--- src/rtl/cpu_bus_pkg.sv ---
// Shared types for the CPU bridge arbiter: FSM states, bus owner and request bundle.
// Defaults describe the standard 32-bit core bus configuration.
package cpu_bus_pkg;

    localparam int BUS_AW      = 32;
    localparam int BUS_DW      = 32;
    localparam int BUS_TIMEOUT = 64;
    localparam int TIMER_W     = $clog2(BUS_TIMEOUT);

    typedef enum logic [1:0] {
        IDLE,
        REQ,
        RESP
    } bus_state_t;

    typedef enum logic {
        OWN_INST,
        OWN_DATA
    } bus_owner_t;

    typedef struct packed {
        logic                  we;
        logic [BUS_DW/8-1:0]   be;
        logic [BUS_AW-1:0]     addr;
        logic [BUS_DW-1:0]     wdata;
    } bus_req_t;

endpackage

--- src/rtl/bus_watchdog.sv ---
// Purpose: cycle counter that flags a hung bus transaction.
// Latency: expire is combinational from the count; the count clears while idle.
// Backpressure: none, the counter runs freely while enabled.
module bus_watchdog #(
    parameter int TIMEOUT = 64,
    parameter int TW      = $clog2(TIMEOUT)
) (
    input  logic clk,
    input  logic rst,
    input  logic clr,
    input  logic en,
    output logic expire
);

    logic [TW-1:0] cnt;

    always_ff @(posedge clk or negedge rst) begin
        if (!rst) begin
            cnt <= '0;
        end else if (clr) begin
            cnt <= '0;
        end else if (en) begin
            cnt <= cnt + TW'(1);
        end
    end

    // The abort edge is the one at which the count would reach TIMEOUT-1.
    assign expire = en && (cnt == TW'(TIMEOUT - 2));

endmodule

--- src/rtl/cpu_bridge_arbiter.sv ---
// Purpose: merges fetch and data ports onto one req/gnt/rvalid bus, one transaction in flight.
// Latency: request sampled cycle 0, mem_req cycle 1, ready/err pulse one cycle after rvalid.
// Backpressure: requesters hold req level until ready/err; bus stalls via gnt/rvalid, bounded by watchdog.
module cpu_bridge_arbiter
    import cpu_bus_pkg::*;
#(
    parameter int AW      = 32,
    parameter int DW      = 32,
    parameter int TIMEOUT = 64
) (
    input  logic            clk,
    input  logic            rst,
    input  logic            inst_req,
    input  logic [AW-1:0]   inst_addr,
    input  logic            inst_kill,
    output logic            inst_ready,
    output logic [DW-1:0]   inst_rdata,
    output logic            inst_err,
    input  logic            data_req,
    input  logic            data_we,
    input  logic [DW/8-1:0] data_be,
    input  logic [AW-1:0]   data_addr,
    input  logic [DW-1:0]   data_wdata,
    output logic            data_ready,
    output logic [DW-1:0]   data_rdata,
    output logic            data_err,
    output logic            mem_req,
    output logic            mem_we,
    output logic [DW/8-1:0] mem_be,
    output logic [AW-1:0]   mem_addr,
    output logic [DW-1:0]   mem_wdata,
    input  logic            mem_gnt,
    input  logic            mem_rvalid,
    input  logic [DW-1:0]   mem_rdata
);

    localparam int BW = DW / 8;

    typedef struct packed {
        logic          we;
        logic [BW-1:0] be;
        logic [AW-1:0] addr;
        logic [DW-1:0] wdata;
    } req_t;

    bus_state_t state;
    bus_owner_t owner;
    bus_owner_t last_owner;
    req_t       lat;
    logic       kill_q;
    logic       wd_expire;

    logic fetch_ok;
    logic take_data;
    logic take_inst;
    logic resp_ok;
    logic abort;
    logic killed;

    // Data wins unless a live fetch is waiting and data was served last.
    always_comb begin
        fetch_ok  = inst_req && !inst_kill;
        take_data = data_req && !(fetch_ok && last_owner == OWN_DATA);
        take_inst = fetch_ok && !take_data;
        resp_ok   = (state == RESP) && mem_rvalid;
        abort     = wd_expire && !resp_ok;
        killed    = (owner == OWN_INST) && (kill_q || inst_kill);
    end

    bus_watchdog #(
        .TIMEOUT (TIMEOUT)
    ) u_watchdog (
        .clk    (clk),
        .rst    (rst),
        .clr    (state == IDLE),
        .en     (state != IDLE),
        .expire (wd_expire)
    );

    always_ff @(posedge clk or negedge rst) begin
        if (!rst) begin
            state      <= IDLE;
            owner      <= OWN_INST;
            last_owner <= OWN_INST;
            lat        <= '0;
            kill_q     <= 1'b0;
            inst_ready <= 1'b0;
            inst_err   <= 1'b0;
            inst_rdata <= '0;
            data_ready <= 1'b0;
            data_err   <= 1'b0;
            data_rdata <= '0;
        end else begin
            inst_ready <= 1'b0;
            inst_err   <= 1'b0;
            data_ready <= 1'b0;
            data_err   <= 1'b0;
            unique case (state)
                IDLE: begin
                    kill_q <= 1'b0;
                    if (take_data) begin
                        lat.we    <= data_we;
                        lat.be    <= data_be;
                        lat.addr  <= data_addr;
                        lat.wdata <= data_wdata;
                        owner     <= OWN_DATA;
                        state     <= REQ;
                    end else if (take_inst) begin
                        lat.we    <= 1'b0;
                        lat.be    <= '1;
                        lat.addr  <= inst_addr;
                        lat.wdata <= '0;
                        owner     <= OWN_INST;
                        state     <= REQ;
                    end
                end
                REQ, RESP: begin
                    if (resp_ok || abort) begin
                        state      <= IDLE;
                        last_owner <= owner;
                        kill_q     <= 1'b0;
                        if (owner == OWN_DATA) begin
                            data_ready <= resp_ok;
                            data_err   <= abort;
                            if (resp_ok) begin
                                data_rdata <= lat.we ? '0 : mem_rdata;
                            end
                        end else if (!killed) begin
                            inst_ready <= resp_ok;
                            inst_err   <= abort;
                            if (resp_ok) begin
                                inst_rdata <= mem_rdata;
                            end
                        end
                    end else begin
                        if (killed) begin
                            kill_q <= 1'b1;
                        end
                        if (state == REQ && mem_gnt) begin
                            state <= RESP;
                        end
                    end
                end
                default: state <= IDLE;
            endcase
        end
    end

    assign mem_req   = (state == REQ);
    assign mem_we    = lat.we;
    assign mem_be    = lat.be;
    assign mem_addr  = lat.addr;
    assign mem_wdata = lat.wdata;

endmodule
--- config.mk ---
export PLATFORM = sky130hd
export DESIGN_NAME = cpu_bridge_arbiter
export DESIGN_NICKNAME = d
export VERILOG_FILES = /design/src/rtl/cpu_bus_pkg.sv /design/src/rtl/bus_watchdog.sv /design/src/rtl/cpu_bridge_arbiter.sv
export SDC_FILE = /design/constraint.sdc
export NUM_CORES = 1
export LEC_CHECK = 0
export ABC_AREA = 1
export ABC_CLOCK_PERIOD_IN_PS = 3860
export CORE_MARGIN = 5
export CORE_UTILIZATION = 46
export CTS_BUF_LIST = sky130_fd_sc_hd__clkbuf_4 sky130_fd_sc_hd__clkbuf_8 sky130_fd_sc_hd__clkbuf_16
export DETAILED_ROUTE_END_ITERATION = 10
export PLACE_DENSITY = 0.82
export SLEW_MARGIN = 20
export SYNTH_ARGS = -nofsm -noshare
export SYNTH_HDL_FRONTEND = slang
export SYNTH_HIERARCHICAL = 1
export SYNTH_SLANG_ARGS = --single-unit
--- constraint.sdc ---
create_clock -name clk -period 3.86 [get_ports clk]
set_input_delay 0.579 -clock clk [delete_from_list [all_inputs] [get_ports clk]]
set_output_delay 0.579 -clock clk [all_outputs]
set_load 0.01 [all_outputs]
# --- Word level (Yosys, flattened, before mapping) ---
# Index checks and enable logic that the tools add are counted.
classes:
  add_sub_neg: 1
  mux: 29
  bitwise_logic: 2
  magnitude_cmp: 0
  n_shift: 0
  n_div: 0
  reduce_logical: 27
  n_mul: 0
  n_eq_ne: 6
ops:
  columns: ["op", "n"]
  rows:
  - ["$mux W69", 2]
  - ["$mux W32", 1]
  - ["$mux W1", 18]
  - ["$mux W6", 2]
  - ["$logic_and A1 B1 Y1", 9]
  - ["$ne A3 B3 Y1 const B", 3]
  - ["$mux W2", 4]
  - ["$reduce_and A2 Y1", 4]
  - ["$reduce_bool A2 Y1", 4]
  - ["$add A6 B1 Y6 const B", 1]
  - ["$eq A6 B6 Y1 const B", 1]
  - ["$reduce_and A5 Y1", 1]
  - ["$logic_not A1 Y1", 4]
  - ["$pmux W2 S2", 1]
  - ["$reduce_and A4 Y1", 1]
  - ["$eq A2 B1 Y1 const B", 1]
  - ["$eq A2 B2 Y1 const B", 1]
  - ["$logic_not A2 Y1", 1]
  - ["$logic_or A1 B1 Y1", 2]
  - ["$not A1 Y1", 2]
  - ["$pmux W1 S2", 1]
  - ["$reduce_or A2 Y1", 1]
word_totals:
  input_bits: 140
  romBits: 0
  latch_bits: 0
  wordCells: 80
  ff_bits: 148
  ramBits: 0
  output_inout_bits: 138
  n_memories: 0

# --- Longest topological paths before layout ---
# Gate-level depths: netlist of run 1.
depth:
  word_depth: 10
  mapped_depth: 11
  ltp_nobuf: 10

# --- Cells and area by module ---
# Netlist of run 1, hierarchy kept.
modules_own_cells:
  columns: ["mod", "area_each_um2", "n_inst", "cells_per_inst", "seq_area_each_um2"]
  rows:
  - ["cpu_bridge_arbiter", 6288.5, 1, 766, 3553.4]
  - ["bus_watchdog", 367.9, 1, 48, 150.1]

# --- Worst setup path before layout of run 1 ---
# Ideal clock, no wire load.
synth_timing:
  path_type: "reg-to-reg"
  start: "register state[0]"
  end: "register inst_rdata[17]"
  period_less_slack_ps: 1775
  path_stages_with_launch: 12
  setup_slack_ps: 2085
  setup_time_ps: 117
  path_buffers: 1
  arrival_ps: 1658
  required_ps: 3743
  path_cell_list: "dfrtp_1 -> inv_1 -> ha_1 -> inv_2 -> nand4_1 -> nor2_1 -> inv_2 -> a21oi_4 -> nand2_4 -> buf_6 -> nand2_1 -> nand2_1"
synth_between:
  word_cells_on_any_way: 10
  classes_between: "eq/ne (2); reduce/logical (8)"
synth_lines:
  columns: ["item", "line", "text"]
  rows:
  - ["from (decl)", "cpu_bridge_arbiter.sv:46", "bus_state_t state;"]
  - ["from (signal assigned)", "cpu_bridge_arbiter.sv:82", "state <= IDLE;"]
  - ["from (signal assigned)", "cpu_bridge_arbiter.sv:107", "state <= REQ;"]
  - ["from (signal assigned)", "cpu_bridge_arbiter.sv:114", "state <= REQ;"]
  - ["$reduce_bool A2 Y1", "cpu_bridge_arbiter.sv:76", ".en (state != IDLE),"]
  - ["$logic_and A1 B1 Y1", "bus_watchdog.sv:28", "assign expire = en && (cnt == TW'(TIMEOUT - 2));"]
  - ["net wd_expire", "cpu_bridge_arbiter.sv:51", "logic wd_expire;"]
  - ["$logic_and A1 B1 Y1", "cpu_bridge_arbiter.sv:66", "abort = wd_expire && !resp_ok;"]
  - ["$logic_or A1 B1 Y1", "cpu_bridge_arbiter.sv:118", "if (resp_ok || abort) begin"]
  - ["$reduce_and A5 Y1 (no source line)", null, null]
  - ["to (signal assigned)", "cpu_bridge_arbiter.sv:132", "inst_rdata <= mem_rdata;"]
  - ["to (decl)", "cpu_bridge_arbiter.sv:17", "output logic [DW-1:0] inst_rdata,"]
# The timed path passes the listed nets, and every way through them passes these cells.
# A chain may end at the register's enable or synchronous reset.

# --- Worst setup path in the final report of run 1 ---
layout_timing:
  start: "register state[1]"
  end: "register inst_rdata[12]"
layout_between:
  elab_chain_cells: 6
  word_cells_on_any_way: 10
  classes_between: "eq/ne (2); reduce/logical (8)"
layout_rtl:
  columns: ["item", "line", "text"]
  rows:
  - ["$eq A2 B2 Y1", "cpu_bridge_arbiter.sv:65, cpu_bridge_arbiter.sv:98", null]
  - ["$logic_and A1 B1 Y1", "cpu_bridge_arbiter.sv:65", "resp_ok = (state == RESP) && mem_rvalid;"]
  - ["$logic_not A1 Y1", "cpu_bridge_arbiter.sv:66", null]
  - ["$logic_and A1 B1 Y1", "cpu_bridge_arbiter.sv:66", null]
  - ["$logic_or A1 B1 Y1", "cpu_bridge_arbiter.sv:118", null]
  - ["$reduce_and A5 Y1 (no source line) *", null, null]
# Mark *: on every way between the ends. The rest lies on a longest branch, timed or not.

==> results of run 1 <==
## report_power, final
| group | switching (uW) | total (uW) | internal [uW] |
|---|---|---|---|
| clock | 642 | 1710 | 1070 |
| combinational | 1510 | 2900 | 1400 |
| sequential | 331 | 2450 | 2120 |
| total | 2480 | 7060 | 4580 |
## cells in the mapped netlist, types with 5 or more instances
cell,number,share of area
ha_1,5,0.0094
dfrtp_1,148,0.56
o21ai_1,11,0.0083
inv_1,77,0.043
o21ai_0,26,0.020
buf_2,18,0.014
inv_2,11,0.0062
clkbuf_1,15,0.0085
buf_4,5,0.0056
nand3_1,136,0.10
nor2_1,19,0.011
nand2_1,316,0.18
buf_6,6,0.010
## cell type report
type	count	area, um2
Clock buffer	21	468
Clock inverter	11	150
Fill cell	1095	4250
Inverter	88	330
Multi-Input combinational cell	533	2370
Sequential cell	148	3700
Tap cell	184	230
Timing Repair Buffer	285	2860
## worst paths after layout
path,startpoint,endpoint,slack (ns)
setup / recovery,state[1]$_DFFE_PN0P_,inst_rdata[12]$_DFFE_PN0P_,1.34
hold / removal,rst,data_rdata[15]$_DFFE_PN0P_,0.17
setup reg to reg,state[1]$_DFFE_PN0P_,inst_rdata[12]$_DFFE_PN0P_,1.34
hold reg to reg,mem_wdata[13]$_DFFE_PN0P_,mem_wdata[13]$_DFFE_PN0P_,0.47
max in group asynchronous,rst,mem_addr[4]$_DFFE_PN0P_,2.85
min in group clk,mem_wdata[13]$_DFFE_PN0P_,mem_wdata[13]$_DFFE_PN0P_,0.47
## stage by stage
| step | setup slack (ns) | utilization | power (uW) | hold slack (ns) | cells |
|---|---|---|---|---|---|
| global placement | 1.20 | 0.661 | 5330 | 0.453 | 1238 |
| detailed placement | 1.15 | 0.661 | 5390 | 0.458 | 1238 |
| finish | 1.34 | 0.704 | 7060 | 0.168 | 1270 |
| global route | 1.21 | 0.704 | 7510 | 0.226 | 1270 |
| CTS | 1.38 | 0.704 | 7120 | 0.200 | 1270 |
| floorplan | 2.09 | - | 3780 | 0.283 | 814 |
## cell usage in the layout, fill, tap and decap left out, types with 3 or more instances in the layout
cell type,netlist,layout
nand2_1,316,316
clkdlybuf4s50_1,0,276
dfrtp_1,148,148
nand3_1,136,136
inv_1,77,77
o21ai_0,26,26
nor2_1,19,19
clkbuf_16,0,17
inv_2,11,11
o21ai_1,11,11
buf_4,5,6
ha_1,5,5
nor2_4,4,4
a21oi_1,4,4
nand4_1,3,3
clkinv_4,0,3
bufinv_16,0,3
## state kept, by name, summed over array words and instances (netlist names)
signal          flops
inst_err            1
inst_rdata         32
kill_q              1
state               2
data_rdata         32
mem_addr           32
owner               1
mem_wdata          32
mem_be              4
data_ready          1
u_watchdog/cnt      6
inst_ready          1
data_err            1
last_owner          1
mem_we              1
## kinds of logic (layout without fill, tap and decap cells)
kind of cell	after synthesis	after routing	share of synthesized area
buf+inv	133	405	0.0880
compound gates	43	43	0.0346
fa+ha+maj	5	5	0.00940
simple gates	485	485	0.312
flops	148	148	0.556
## metal layers
| layer | share of wire | GRT usage | vias to the layer above |
|---|---|---|---|
| met5 | 0 | 0 | - |
| met3 | 0.11 | 0.0888 | 26 |
| met2 | 0.48 | 0.381 | 277 |
| li1 | - | - | 3059 |
| met1 | 0.40 | 0.280 | 2922 |
| met4 | 0.014 | 0.0758 | 0 |
==> metrics.cfg, run 1 <==
[status]
status=finished, final reports clean

[place]
place_congestion=0.851
dp_hpwl_um=14200
port_buffers=277
placed_cell_area_um2=9500

[floorplan]
start_util=0.463
dieArea_um2=17000
ioPinCount=278
num_rows=44
coreArea_um2=14400
die_w_um=130
die_h_um=130

[worst_setup_path]
worst_ep_required_time_ns=4.16
crit_cells=8
slowest_stage=ha_1
crit_path_frequent_cell=nand2_1
crit_family=simple AND/OR/NAND/NOR gates
worst_path_largest_cell_delay_ns=0.45
critPathArrivalTime_ns=2.82
startpoint_type=register
crit_type=reg -> reg
reg2reg_depth=8
worstPathMaxFanout=34
path_buf_inv=2
cp-end-kind=register
path_cells=inv_1, ha_1, nand3_4, nor2_4, buf_4, nand2_4, nand2_1, nand2_1

[timing]
setup_viol=0
period_share=0.653
fin_crit_ns=2.52
worst_pin_slew_ns=1.03
skew_ns=0.00846
max_slew_margin=0.311
drv_slew=0
hold_viol_final=0
rsz0062_at_grt=false
max_freq_ghz=0.396
tns_ns=0

[finish]
final_area_um2=10100
antenna_cells=0
nets=1218
drive_above_1_share=0.0589
syn_to_final_growth_pct=52.0

[grt]
grt_use_total=0.231
grt_pass1_wl_um=30800
gr-total-overflow=0
antenna_found_initial=0
grt_pass1_vias=6081
grt_max_degree=78

[synthesis]
synth-edff-count=0
synth_nets=959
synthCells=814
yosys_register_bits=148
ys.flop_type=dfrtp_1
async_reset_ff_frac=1.00
avgSynthCellArea_um2=8.18
yosysWarnings=6
synth_area_um2=6660
yosysSeqAreaShare=0.556
synth_cell_type_count=25

[cts]
cts_buffer_depth=2
hold_buffers=0
clkTransAtPathRegs_ns=0.06
post_cts_resized=0
postCtsSetupRepairBufs=0
h-tree-depth=4
cts_made_buffers=17
cts-root-buf=clkbuf_16
cts_tree=done
clock_latency_ns=0.41
cts_sinks=148

[routing]
wl_per_cell_um=15.7
drc_errors=0
vias=6284
via_per_inst=4.95
dr.pass1.iters=5
routed_wl_um=19900
final_antenna_net_count=0
dr.first_iter.drc_count=511

[worst_hold_path]
hold_class=in -> async

[pwr]
p_leak_uw=0.00513
p_per_area_nw_per_um2=698
ir_worst_vdd_v=0.000308

[run]
cap_violations=0

Power figures use the tool's default switching activity.
==> run 2: changes to the inputs <==
--- a/config.mk
+++ b/config.mk
@@ -6,12 +6,12 @@
 export NUM_CORES = 1
 export LEC_CHECK = 0
 export ABC_AREA = 1
-export ABC_CLOCK_PERIOD_IN_PS = 3860
+export ABC_CLOCK_PERIOD_IN_PS = 2400
 export CORE_MARGIN = 5
-export CORE_UTILIZATION = 46
+export CORE_UTILIZATION = 43
 export CTS_BUF_LIST = sky130_fd_sc_hd__clkbuf_4 sky130_fd_sc_hd__clkbuf_8 sky130_fd_sc_hd__clkbuf_16
 export DETAILED_ROUTE_END_ITERATION = 10
-export PLACE_DENSITY = 0.82
+export PLACE_DENSITY = 0.78
 export SLEW_MARGIN = 20
 export SYNTH_ARGS = -nofsm -noshare
 export SYNTH_HDL_FRONTEND = slang
==> constraint.sdc (replaced) <==
create_clock -name clk -period 2.4 [get_ports clk]
set_input_delay 0.36 -clock clk [delete_from_list [all_inputs] [get_ports clk]]
set_output_delay 0.36 -clock clk [all_outputs]
set_load 0.01 [all_outputs]
==> run 2 against run 1 <==
  * Worst hold slack improved by 0.24 ns
  * Critical endpoint is now inst_rdata[0]$_DFFE_PN0P_
  * Die area grew 6.4%
  * Highest routed layer unchanged
  * Final cell count grew 0.94%
  * First-iteration DRC count fell by 38%
  * Final area rose by 0.82%
  * Register-to-register slack lost 1.0 ns
  * Sequential cell count stayed put
  * Worst setup slack got worse by 1.0 ns
==> metrics.cfg, run 2 (synthesis results as in run 1) <==
[cts]
clock_latency_ns=0.42
cts_buffer_depth=2
cts_made_buffers=17
post_cts_resized=0
h-tree-depth=4
cts_sinks=148
cts_tree=done
cts-root-buf=clkbuf_16
clkTransAtPathRegs_ns=0.07

[worst_setup_path]
path_buf_inv=4
reg2reg_slack_ns=0.34
crit_path_frequent_cell=inv_2
path_cells=inv_1, ha_1, inv_2, nand4_1, nor2_1, inv_2, a21oi_4, buf_4, nand3_1, nand2_1
timing.rr.start=state[0]$_DFFE_PN0P_
crit_type=reg -> reg
startpoint_type=register
worst_ep_required_time_ns=2.75
critPathArrivalTime_ns=2.41
cp-end-kind=register
reg2reg_depth=10
slowest_stage=buf_4
worst_path_largest_cell_delay_ns=0.38
crit_family=buffers and inverters
reg2reg_to=inst_rdata[0]$_DFFE_PN0P_
worstPathMaxFanout=33

[grt]
antenna_found_initial=0
grt_pass1_vias=6051
grt_pass1_wl_um=32300
grt_use_total=0.227
grt_max_degree=79
gr-total-overflow=0

[finish]
drive_above_1_share=0.0649
nets=1227
layout_commonest_cell=nand2_1
nFillCells=1266
layout_common_cells=nand2_1, clkdlybuf4s50_1, dfrtp_1
syn_to_final_growth_pct=53.2
register_area_um2=3700
antenna_cells=0
multi_input_area_um2=2370

[floorplan]
start_util=0.438
ioPinCount=278
coreArea_um2=15200
dieArea_um2=18100
num_rows=45
die_h_um=134
die_w_um=134

[routing]
vias=6282
drc_errors=0
routed_wl_um=20500
wl_per_cell_um=16.0
via_per_inst=4.90
final_antenna_net_count=0
dr.first_iter.drc_count=316
dr.pass1.iters=5

[timing]
period_share=0.858
fin_ws_ns=0.340
worst_pin_slew_ns=0.545
rsz0062_at_grt=false
skew_ns=0.0101
drv_slew=0
fin_crit_ns=2.06
hold_viol_final=0
max_freq_ghz=0.485
max_slew_margin=0.636
setup_viol=0
tns_ns=0

[run]
cap_violations=0

[place]
port_buffers=277
place_ws_ns=0.334
dp_hpwl_um=14600
place_congestion=0.827

[pwr]
p_per_area_nw_per_um2=1120
p_leak_uw=0.00517
ir_worst_vdd_v=0.000531

[status]
status=finished, final reports clean

[worst_hold_path]
hold_class=in -> async

-- run 2: worst max-delay path by stage --
stage / cells past startpoint / startpoint / to / slack (ns)
final: 10 / state[0]$_DFFE_PN0P_ / inst_rdata[0]$_DFFE_PN0P_ / 0.34
after global routing: 10 / state[0]$_DFFE_PN0P_ / inst_rdata[0]$_DFFE_PN0P_ / 0.15
after CTS: 9 / state[0]$_DFFE_PN0P_ / inst_err$_DFF_PN0_ / 0.34
after detailed placement: 6 / mem_rvalid / inst_rdata[15]$_DFFE_PN0P_ / 0.33
after global placement: 6 / mem_rvalid / inst_rdata[19]$_DFFE_PN0P_ / 0.36
after floorplan: 11 / state[0]$_DFFE_PN0P_ / inst_rdata[17]$_DFFE_PN0P_ / 0.63
-- run 2: repair_timing --
item / 4_1_cts / 5_1_grt
buffers inserted: 0 / 0
hold buffers: 1 / 0
hold endpoints to repair: 35 / 0
-- run 2: layer usage --
| layer | track usage | part of all wire | wire (um) | vias to the layer above |
|---|---|---|---|---|
| li1 | - | - | - | 3071 |
| met1 | 0.282 | 0.40 | 8100 | 2881 |
| met2 | 0.364 | 0.48 | 9750 | 295 |
| met3 | 0.0833 | 0.11 | 2150 | 35 |
| met4 | 0.0831 | 0.023 | 471 | 0 |
| met5 | 0 | 0 | 0 | - |
-- run 2: stage by stage --
stage / cells / util / power (uW) / cell area, um2 / hold WS, ns
after global placement: 1250 / 0.630 / 8660 / 9580 / 0.281
after floorplan: 814 / - / 6090 / 6660 / 0.0644
final: 1282 / 0.671 / 11400 / 10200 / 0.406
after global routing: 1282 / 0.671 / 12200 / 10200 / 0.440
after CTS: 1282 / 0.671 / 11500 / 10200 / 0.411
after detailed placement: 1250 / 0.630 / 8740 / 9580 / 0.285
-- run 2: layout make-up --
type,instances,share of cell area
Clock inverter,13,0.0171
Inverter,88,0.0324
Clock buffer,18,0.0431
Tap cell,188,0.0231
Sequential cell,148,0.363
Multi-Input combinational cell,533,0.233
Timing Repair Buffer,294,0.288
-- run 2: power by group --
| group | switching (uW) | internal, uW |
|---|---|---|
| registers | 525 | 3400 |
| clock network | 1070 | 1680 |
| logic | 2450 | 2290 |
| total | 4050 | 7370 |
